[config.mk]
export PLATFORM = sky130hd
export DESIGN_NAME = framebuffer_write_arbiter
export DESIGN_NICKNAME = d
export VERILOG_FILES = /design/src/rtl/framebuffer_pkg.sv /design/src/rtl/fill_rect_walker.sv /design/src/rtl/framebuffer_write_arbiter.sv
export SDC_FILE = /design/constraint.sdc
export NUM_CORES = 1
export LEC_CHECK = 0
export ABC_CLOCK_PERIOD_IN_PS = 5900
export BUFFER_PORTS_ARGS = -buffer_cell sky130_fd_sc_hd__buf_2
export CORE_MARGIN = 2
export CORE_UTILIZATION = 55
export CTS_CLUSTER_DIAMETER = 120
export DETAILED_ROUTE_END_ITERATION = 10
export PLACE_DENSITY = 0.81
export SYNTH_ARGS = -nofsm -noshare
export SYNTH_HDL_FRONTEND = slang
export SYNTH_SLANG_ARGS = --single-unit
[constraint.sdc]
create_clock -name clk -period 5.9 [get_ports clk]
set_input_delay 1.18 -clock clk [delete_from_list [all_inputs] [get_ports clk]]
set_output_delay 1.18 -clock clk [all_outputs]
set_load 0.03 [all_outputs]
[src/rtl/framebuffer_pkg.sv]
// Shared constants and types for the framebuffer write path.
// Imported by the rectangle-fill walker and the write arbiter.
package framebuffer_pkg;

  localparam int unsigned FB_WIDTH   = 128;
  localparam int unsigned FB_HEIGHT  = 96;
  localparam int unsigned FB_ADDR_W  = 14;
  localparam int unsigned FB_COLOR_W = 3;

  typedef enum logic {
    SrcHost,
    SrcFill
  } grant_src_e;

  typedef enum logic {
    StIdle,
    StRun
  } fill_state_e;

  typedef struct packed {
    logic [6:0]            y;
    logic [6:0]            x;
    logic [FB_COLOR_W-1:0] color;
  } fb_pixel_t;

endpackage

[src/rtl/fill_rect_walker.sv]
// Rectangle-fill engine: latches and clips the bounds, then walks the cursor
// row-major, advancing one pixel per grant.
module fill_rect_walker
  import framebuffer_pkg::*;
#(
  parameter int unsigned Height = FB_HEIGHT
) (
  input  logic                  clk,
  input  logic                  resetN,
  input  logic                  start,
  input  logic [6:0]            x0,
  input  logic [6:0]            x1,
  input  logic [6:0]            y0,
  input  logic [6:0]            y1,
  input  logic [FB_COLOR_W-1:0] color,
  input  logic                  abort,
  input  logic                  gnt,
  output logic                  req,
  output logic                  busy,
  output logic                  done,
  output logic [FB_ADDR_W-1:0]  pix_addr,
  output logic [FB_COLOR_W-1:0] pix_color
);

  localparam logic [6:0] YMax = 7'(Height - 1);

  fill_state_e state_q, state_d;
  fb_pixel_t   pix_q, pix_d;
  logic [6:0]  x0_q, x0_d, x1_q, x1_d, y1c_q, y1c_d;
  logic        done_q, done_d;
  logic [6:0]  y1c;
  logic        empty;

  assign y1c   = (y1 > YMax) ? YMax : y1;
  assign empty = (x1 < x0) || (y0 > y1c);

  always_comb begin
    state_d = state_q;
    pix_d   = pix_q;
    x0_d    = x0_q;
    x1_d    = x1_q;
    y1c_d   = y1c_q;
    done_d  = 1'b0;
    unique case (state_q)
      StIdle: begin
        if (start) begin
          x0_d        = x0;
          x1_d        = x1;
          y1c_d       = y1c;
          pix_d.x     = x0;
          pix_d.y     = y0;
          pix_d.color = color;
          if (empty) begin
            done_d = 1'b1;
          end else begin
            state_d = StRun;
          end
        end
      end
      StRun: begin
        // Abort wins over completion; a same-cycle grant is still written upstream.
        if (abort) begin
          state_d = StIdle;
        end else if (gnt) begin
          if (pix_q.x != x1_q) begin
            pix_d.x = pix_q.x + 7'd1;
          end else if (pix_q.y != y1c_q) begin
            pix_d.x = x0_q;
            pix_d.y = pix_q.y + 7'd1;
          end else begin
            state_d = StIdle;
            done_d  = 1'b1;
          end
        end
      end
      default: state_d = StIdle;
    endcase
  end

  always_ff @(posedge clk or negedge resetN) begin
    if (!resetN) begin
      state_q <= StIdle;
      pix_q   <= '0;
      x0_q    <= '0;
      x1_q    <= '0;
      y1c_q   <= '0;
      done_q  <= 1'b0;
    end else begin
      state_q <= state_d;
      pix_q   <= pix_d;
      x0_q    <= x0_d;
      x1_q    <= x1_d;
      y1c_q   <= y1c_d;
      done_q  <= done_d;
    end
  end

  assign req       = (state_q == StRun);
  assign busy      = (state_q == StRun);
  assign done      = done_q;
  assign pix_addr  = {pix_q.y, pix_q.x};
  assign pix_color = pix_q.color;

endmodule

[src/rtl/framebuffer_write_arbiter.sv]
// Round-robin share of the display write port between the host and the fill
// engine, with a registered write/address/data output stage.
module framebuffer_write_arbiter
  import framebuffer_pkg::*;
#(
  parameter int unsigned WIDTH  = FB_WIDTH,
  parameter int unsigned HEIGHT = FB_HEIGHT
) (
  input  logic                       clk,
  input  logic                       resetN,
  input  logic                       hostValid,
  output logic                       hostReady,
  input  logic [FB_ADDR_W-1:0]       hostAddress,
  input  logic [FB_COLOR_W-1:0]      hostData,
  input  logic                       fillStart,
  input  logic [$clog2(WIDTH)-1:0]   fillX0,
  input  logic [$clog2(WIDTH)-1:0]   fillX1,
  input  logic [6:0]                 fillY0,
  input  logic [6:0]                 fillY1,
  input  logic [FB_COLOR_W-1:0]      fillColor,
  input  logic                       fillAbort,
  output logic                       fillBusy,
  output logic                       fillDone,
  output logic                       write,
  output logic [FB_ADDR_W-1:0]       writeAddress,
  output logic [FB_COLOR_W-1:0]      writeData
);

  logic                  fill_req, fill_gnt, host_gnt;
  logic [FB_ADDR_W-1:0]  fill_addr;
  logic [FB_COLOR_W-1:0] fill_color;
  grant_src_e            last_q, last_d;
  logic                  write_q, write_d;
  logic [FB_ADDR_W-1:0]  addr_q, addr_d;
  logic [FB_COLOR_W-1:0] data_q, data_d;

  fill_rect_walker #(
    .Height (HEIGHT)
  ) u_walker (
    .clk       (clk),
    .resetN    (resetN),
    .start     (fillStart),
    .x0        (fillX0),
    .x1        (fillX1),
    .y0        (fillY0),
    .y1        (fillY1),
    .color     (fillColor),
    .abort     (fillAbort),
    .gnt       (fill_gnt),
    .req       (fill_req),
    .busy      (fillBusy),
    .done      (fillDone),
    .pix_addr  (fill_addr),
    .pix_color (fill_color)
  );

  // Gated by reset so the host sees no grant while the block is held in reset.
  assign host_gnt  = resetN && hostValid && (!fill_req || last_q == SrcFill);
  assign fill_gnt  = fill_req && (!hostValid || last_q == SrcHost);
  assign hostReady = host_gnt;

  always_comb begin
    last_d  = last_q;
    write_d = host_gnt || fill_gnt;
    addr_d  = addr_q;
    data_d  = data_q;
    if (host_gnt) begin
      last_d = SrcHost;
      addr_d = hostAddress;
      data_d = hostData;
    end else if (fill_gnt) begin
      last_d = SrcFill;
      addr_d = fill_addr;
      data_d = fill_color;
    end
  end

  always_ff @(posedge clk or negedge resetN) begin
    if (!resetN) begin
      last_q  <= SrcFill;
      write_q <= 1'b0;
      addr_q  <= '0;
      data_q  <= '0;
    end else begin
      last_q  <= last_d;
      write_q <= write_d;
      addr_q  <= addr_d;
      data_q  <= data_d;
    end
  end

  assign write        = write_q;
  assign writeAddress = addr_q;
  assign writeData    = data_q;

endmodule
==> results of run 1 <==
final timing paths:
check	from	to	slack [ns]	depth (start not counted)
max	hostValid	hostReady	2.90	4
min	u_walker.x0_q[3]$_DFFE_PN0P_	u_walker.x0_q[3]$_DFFE_PN0P_	0.49	2
max reg2reg	u_walker.busy$_DFF_PN0_	writeAddress[3]$_DFFE_PN0P_	3.48	5
min reg2reg	u_walker.x0_q[3]$_DFFE_PN0P_	u_walker.x0_q[3]$_DFFE_PN0P_	0.49	2
max in group asynchronous	resetN	writeAddress[6]$_DFFE_PN0P_	4.38	2
min in group asynchronous	resetN	u_walker.pix_addr[13]$_DFFE_PN0P_	0.99	2
through the flow:
stage | cell area (µm²) | setup slack (ns)
2_1_floorplan | 3190 | 2.59
3_3_place_gp | 3620 | 2.81
3_5_place_dp | 3620 | 2.66
4_1_cts | 3790 | 2.90
5_1_grt | 3790 | 2.79
6_report | 3790 | 2.90
where the power goes:
part           switching (W)  internal, W  leakage, nW
Combinational       0.000259     0.000164         1.14
Sequential         0.0000910     0.000497        0.723
Clock               0.000145     0.000162       0.0872
Total               0.000495     0.000823         1.95
state kept, by name (all words and copies together) (netlist names), 3 cells and up:
register and cells:
u_walker.x0_q 7, u_walker.y1c_q 7, writeAddress 14, u_walker.pix_addr 14
u_walker.x1_q 7, writeData 3, u_walker.pix_color 3
critical path, stage by stage:
cell and delay (ns):
buf_2 0.13, nand2_1 0.09, a21oi_1 0.18, buf_2 0.23
metal layers:
layer | global-route usage | part of all wire | vias up
met2 | 0.403 | 0.46 | 133
met4 | 0.0983 | 0.012 | 0
met3 | 0.0517 | 0.075 | 6
met1 | 0.352 | 0.45 | 1315
met5 | 0 | 0 | -
li1 | - | - | 1342
cell usage after synthesis (9+ instances only):
cell type / count
a21oi_1: 18
clkbuf_1: 13
a222oi_1: 17
ha_1: 14
nand3_1: 9
inv_1: 30
dfrtp_1: 58
nand2_1: 61
o21ai_0: 14
xor2_1: 12
kinds of logic after synthesis:
kind of cell / synth area share
adders and majority gates: 0.0549
muxes: 0.0431
xor gates and xnor gates: 0.0549
AOI/OAI and AO/OA: 0.175
buffers and inverters: 0.0553
and+or+nand+nor: 0.154
DFF: 0.463
cells in the final DEF, fill, tap and decap left out, types with 7 or more instances in the layout:
cell	Yosys	final
buf_2	3	73
nand2_1	61	61
dfrtp_1	58	58
inv_1	30	30
a21oi_1	18	18
a222oi_1	17	17
o21ai_0	14	14
ha_1	14	14
xor2_1	12	12
clkbuf_8	0	10
nand3_1	9	9
xnor2_1	8	8
nor2_1	8	8
o22ai_1	8	8
mux2i_1	7	7
layout make-up:
| cell class | instances | area (µm²) |
|---|---|---|
| Clock buffer | 13 | 149 |
| Clock inverter | 3 | 15.0 |
| Fill cell | 471 | 1750 |
| Inverter | 30 | 113 |
| Multi-Input combinational cell | 226 | 1540 |
| Sequential cell | 59 | 1480 |
| Tap cell | 72 | 90.1 |
| Timing Repair Buffer | 78 | 403 |
==> summary.txt, run 1 <==
Run status
  – Status: complete, no violations

Floorplan
  – # IOs: 74
  – Die Span Y: roughly 80 µm
  – Core Box Area: roughly 5500 µm²
  – Die Wd: 80.2 µm
  – Total Die Area: ~6400 µm²
  – Row count: 27
  – Initial core utilization: 0.576

Power
  – Leak: ~2.0 nW
  – Final Total Pwr: ~0.0013 W
  – Cell Pwr Density: roughly 350 nW/µm²
  – VDD IR-drop max: 0.171 mV

STA
  – Fin Setup TNS: 0 ns
  – Final min period: 3.00 ns
  – Slew headroom: 0.0637
  – RSZ-0062 raised after global routing: false
  – Hold WS: ~0.49 ns
  – Final worst path period share: 0.508
  – Skew final: a little under 0.007 ns
  – Hold Vio Cnt, Final: 0
  – Slew Viols, Final: 0
  – Final setup viols: 0
  – Fmax: approximately 330 MHz
  – Worst Tran Pin Value: 1.40 ns

Route
  – Vias/cell: between 5 and 6
  – Drt total wl: roughly 7.6 mm
  – Mean routed wirelength per cell: between 15 and 20 µm
  – Drt pass-1 iters: 6
  – DRT iter0 DRCs: about 330
  – DR DRC count: 0
  – Detail Route Antenna Nets: 0
  – Vias after detailed routing: between 2,000 and 3,000

Clock network
  – CTS root buf: clkbuf_8
  – Worst-Skew Late Latency: roughly 0.33 ns
  – CTS tree: yes
  – Post-CTS setup repair buffer count: 0
  – Clock buffer depth: 2
  – Worst-path clk slew: ~0.060 ns
  – CTS buffer count: 9
  – H-tree depth: 3
  – Cts hold-fix bufs: 0
  – Post-CTS resize count: 0
  – CTS sink count: 59

GRT
  – Largest net degree at the start of global routing: between 60 and 70
  – First-pass GRT wire length: 12.6 mm
  – GRT Resource Usage Total: 0.257
  – Initial antenna violation count: 0
  – Vias in the first global route: ~2,700
  – Gr ovfl total: 0

Yosys
  – Yosys Warn Count: 0
  – Ys async rst share: 1.00
  – Seq/Total Area, Yosys: 0.463
  – Largest area contributor in the netlist: dfrtp_1
  – Mapped Nets: 398
  – Flops & latches, synth: a little under 60
  – Synth top area share: 0.455
  – Synth area leaders: dfrtp_1 (45%), nand2_1 (7.2%), ha_1 (5.5%)
  – Post-Synthesis Cells: around 330
  – Post-synth EDFFs: 0
  – Post-synthesis cell type count: 45
  – Synth Cell Area: roughly 3200 µm²
  – Syn_area_per_cell: about 9.6 µm²
  – Top_reg_cell synth: dfrtp_1

Placement
  – PortBufs: 73
  – DP HPWL: ~5.6 mm
  – Cell total after placement: between 400 and 500
  – RePlAce Congestion: approximately 0.83

Worst setup path
  – Worst Path Max Fanout: 3
  – Crit Path Class: in -> out
  – Crit. End Element: output port
  – WP data arrival: between 1.5 and 2 ns
  – Setup crit start kind: input pin
  – Worst EP required: 4.72 ns

Flow run
  – Max-cap violations: 0

Final layout
  – Ratio of cells with drive above 1 in the final layout: 0.252
  – ANT cells: 0
  – Final core utilization: 0.683
  – Final nets: ~470
  – Syn-to-layout area delta: 18.7%
  – Final instance count without filler cells: 481

Hold path
  – Min-delay worst type: reg -> reg
Note: power is estimated with default switching activity, not from simulation.
==> run 2, diff against run 1 <==
Settings changed: ABC_AREA set to 1, ABC_CLOCK_PERIOD_IN_PS 5900 to 3030, PLACE_DENSITY 0.81 to 0.8.
Clock period 5.9 ns to 3.03 ns, I/O delays scaled along.
==> run 2 against run 1 <==
Clock skew grew 0.0011 ns. Synthesized area grew 9.5%. Utilization shrank 1.2 points. Die area grew 9.0%. First-iteration DRC count shrank 36%. Wire length grew 8.9%. Worst hold slack lost 0.018 ns. Global-route usage shrank 1.5 points. Highest routed layer unchanged. Critical path depth is the same. Sequential share of layout area shrank 3.8 points. Register-to-register slack lost 2.3 ns. Non-clock buffer count is the same. Largest cell class unchanged.
==> summary.txt, run 2 <==
Yosys
  – Synth top area share: 0.415
  – Post-synthesis cell type count: 37
  – Post-synth EDFFs: 0
  – Most common cell in the netlist: nand2_1
  – Post-Synthesis Cells: ~460
  – Synth area leaders: dfrtp_1 (42%), nand2_1 (16%), nand3_1 (7.0%)
  – Largest area contributor in the netlist: dfrtp_1
  – Flops & latches, synth: about 60
  – Synth Cell Area: around 3500 µm²
  – Yosys Warn Count: 0
  – Syn_area_per_cell: around 7.7 µm²
  – Mapped Nets: ~520
  – Ys async rst share: 1.00
  – Top_reg_cell synth: dfrtp_1
  – Seq/Total Area, Yosys: 0.423
  – Post-synth top cells: nand2_1 (147), dfrtp_1 (58), nand3_1 (49)

Route
  – WL met2: 3.79 mm
  – DRT iter0 DRCs: 207
  – Mean routed wirelength per cell: around 14 µm
  – Drt total wl: around 8.3 mm
  – Vias after detailed routing: ~3,200
  – Drt pass-1 iters: 5
  – Vias/cell: about 5.3
  – M1 WL: 3.80 mm
  – Detail Route Antenna Nets: 0
  – DR DRC count: 0
  – Met3 routed WL: between 500 and 600 µm
  – Top layer in use: met4

Floorplan
  – Initial core utilization: 0.560
  – Row count: 29
  – Core Box Area: ~6200 µm²
  – Total Die Area: roughly 7000 µm²
  – Die Wd: approximately 84 µm
  – Die Span Y: approximately 84 µm
  – # IOs: 74

Run status
  – Status: complete, no violations

STA
  – RSZ-0062 raised after global routing: false
  – Final min period: about 2.3 ns
  – Skew final: 0.00799 ns
  – Final worst path period share: 0.773
  – Worst Tran Pin Value: roughly 0.74 ns
  – Fmax: around 430 MHz
  – Hold Vio Cnt, Final: 0
  – Final setup viols: 0
  – Fin Setup TNS: 0 ns
  – Slew Viols, Final: 0
  – Slew headroom: 0.504

Clock network
  – Worst-path clk slew: approximately 0.070 ns
  – CTS sink count: about 60
  – H-tree depth: 3
  – Clock buffer depth: 2
  – CTS root buf: clkbuf_8
  – Post-CTS resize count: 0
  – Post-CTS setup repair buffer count: 0
  – CTS buffer count: 9
  – Worst-Skew Late Latency: ~0.35 ns
  – CTS tree: yes
  – Cts hold-fix bufs: 0

Final layout
  – Commonest cells after routing, fill and taps aside: nand2_1 (147), buf_2 (73), dfrtp_1 (58)
  – Final nets: between 500 and 600
  – Final core utilization: 0.672
  – Syn-to-layout area delta: 20.0%
  – Commonest non-fill, non-tap cell in the layout: nand2_1
  – Ratio of cells with drive above 1 in the final layout: 0.238
  – ANT cells: 0

Worst setup path
  – RR Startpoint: u_walker.pix_addr[2]$_DFFE_PN0P_
  – Crit. End Element: output port
  – Worst Path Max Fanout: 19
  – Setup crit start kind: flop
  – WP data arrival: ~1.7 ns
  – Worst EP required: 2.42 ns
  – CP startpoint: last_q$_DFFE_PN1P_
  – Crit Path Class: reg -> out

Power
  – Leak: between 2 and 2.5 nW
  – Final Total Pwr: about 0.0031 W
  – Clock network power share: 0.316
  – Share of power burned in registers: 0.364
  – Logic pwr share: 0.321
  – Net Switching: between 0.001 and 0.0015 W
  – Int Power: around 0.0020 W
  – Cell Pwr Density: ~750 nW/µm²
  – VDD IR-drop max: between 0.4 and 0.5 mV
  – Switching Share: 0.365

Hold path
  – Hold Startpoint: fillColor[2]
  – Min-delay worst type: in -> reg

Flow run
  – Max-cap violations: 0

GRT
  – GRT Resource Usage Total: 0.243
  – Vias in the first global route: roughly 3,000
  – Largest net degree at the start of global routing: 60
  – Gr ovfl total: 0
  – Initial antenna violation count: 0
  – First-pass GRT wire length: between 10 and 15 mm

Placement
  – PortBufs: 73
  – RePlAce Congestion: between 0.8 and 0.9
  – DP HPWL: approximately 6 mm
[run 2: kinds of logic (layout without fill, tap and decap cells)]
| family | count (synthesis) | in the layout | synth area share |
|---|---|---|---|
| buffers and inverters | 67 | 146 | 0.0781 |
| adders and majority gates | 14 | 14 | 0.0501 |
| DFF | 59 | 59 | 0.423 |
| xor gates and xnor gates | 12 | 12 | 0.0301 |
| AOI/OAI and AO/OA | 64 | 64 | 0.118 |
| and+or+nand+nor | 239 | 239 | 0.301 |
[run 2: layout make-up]
cell class	instances	area, µm²
multi-input cells	329	1740
well taps	77	96.3
inverters	52	198
clock buffers	12	155
flip-flops and latches	59	1480
repair buffers	78	403
fillers	527	2050
clock inverters	4	120
[run 2: critical path, stage by stage (launching register included)]
cell      delay (ns)
dfstp_2         0.57
o211ai_4        0.08
buf_4           0.20
inv_2           0.26
buf_2           0.26
[run 2: metrics by stage]
step / hold WS [ns] / worst slack (ns) / instance area, µm² / cells
after floorplan: 0.310 / 1.15 / 3490 / 455
after CTS: 0.473 / 0.689 / 4190 / 611
after detailed placement: 0.472 / 0.855 / 3920 / 595
final: 0.470 / 0.688 / 4190 / 611
after global placement: 0.464 / 0.872 / 3920 / 595
after global routing: 0.495 / 0.628 / 4190 / 611
[run 2: per-layer routing]
layer,GRT usage,vias up
met5,0,-
met4,0.104,0
met3,0.0326,14
met2,0.385,109
met1,0.335,1483
li1,-,1612
[run 2: power by group through the flow]
stage	logic [W]	registers (W)	clock network, W
global placement	0.000977	0.00114	0
detailed placement	0.00100	0.00115	0
CTS	0.00101	0.00114	0.00100
finish	0.00101	0.00114	0.000992
floorplan	0.000605	0.00127	0
global route	0.00112	0.00117	0.00103
[run 2: path summary, 6_finish.rpt]
kind,depth (start not counted),slack (ns),endpoint
worst max-delay path,4,0.69,hostReady
worst min-delay path,3,0.47,u_walker.pix_color[2]$_DFFE_PN0P_
worst max register to register,12,1.19,u_walker.pix_addr[13]$_DFFE_PN0P_
worst min register to register,2,0.49,u_walker.pix_color[2]$_DFFE_PN0P_
max in group asynchronous,2,2.03,u_walker.x1_q[2]$_DFFE_PN0P_
min in group asynchronous,2,0.52,u_walker.x0_q[5]$_DFFE_PN0P_
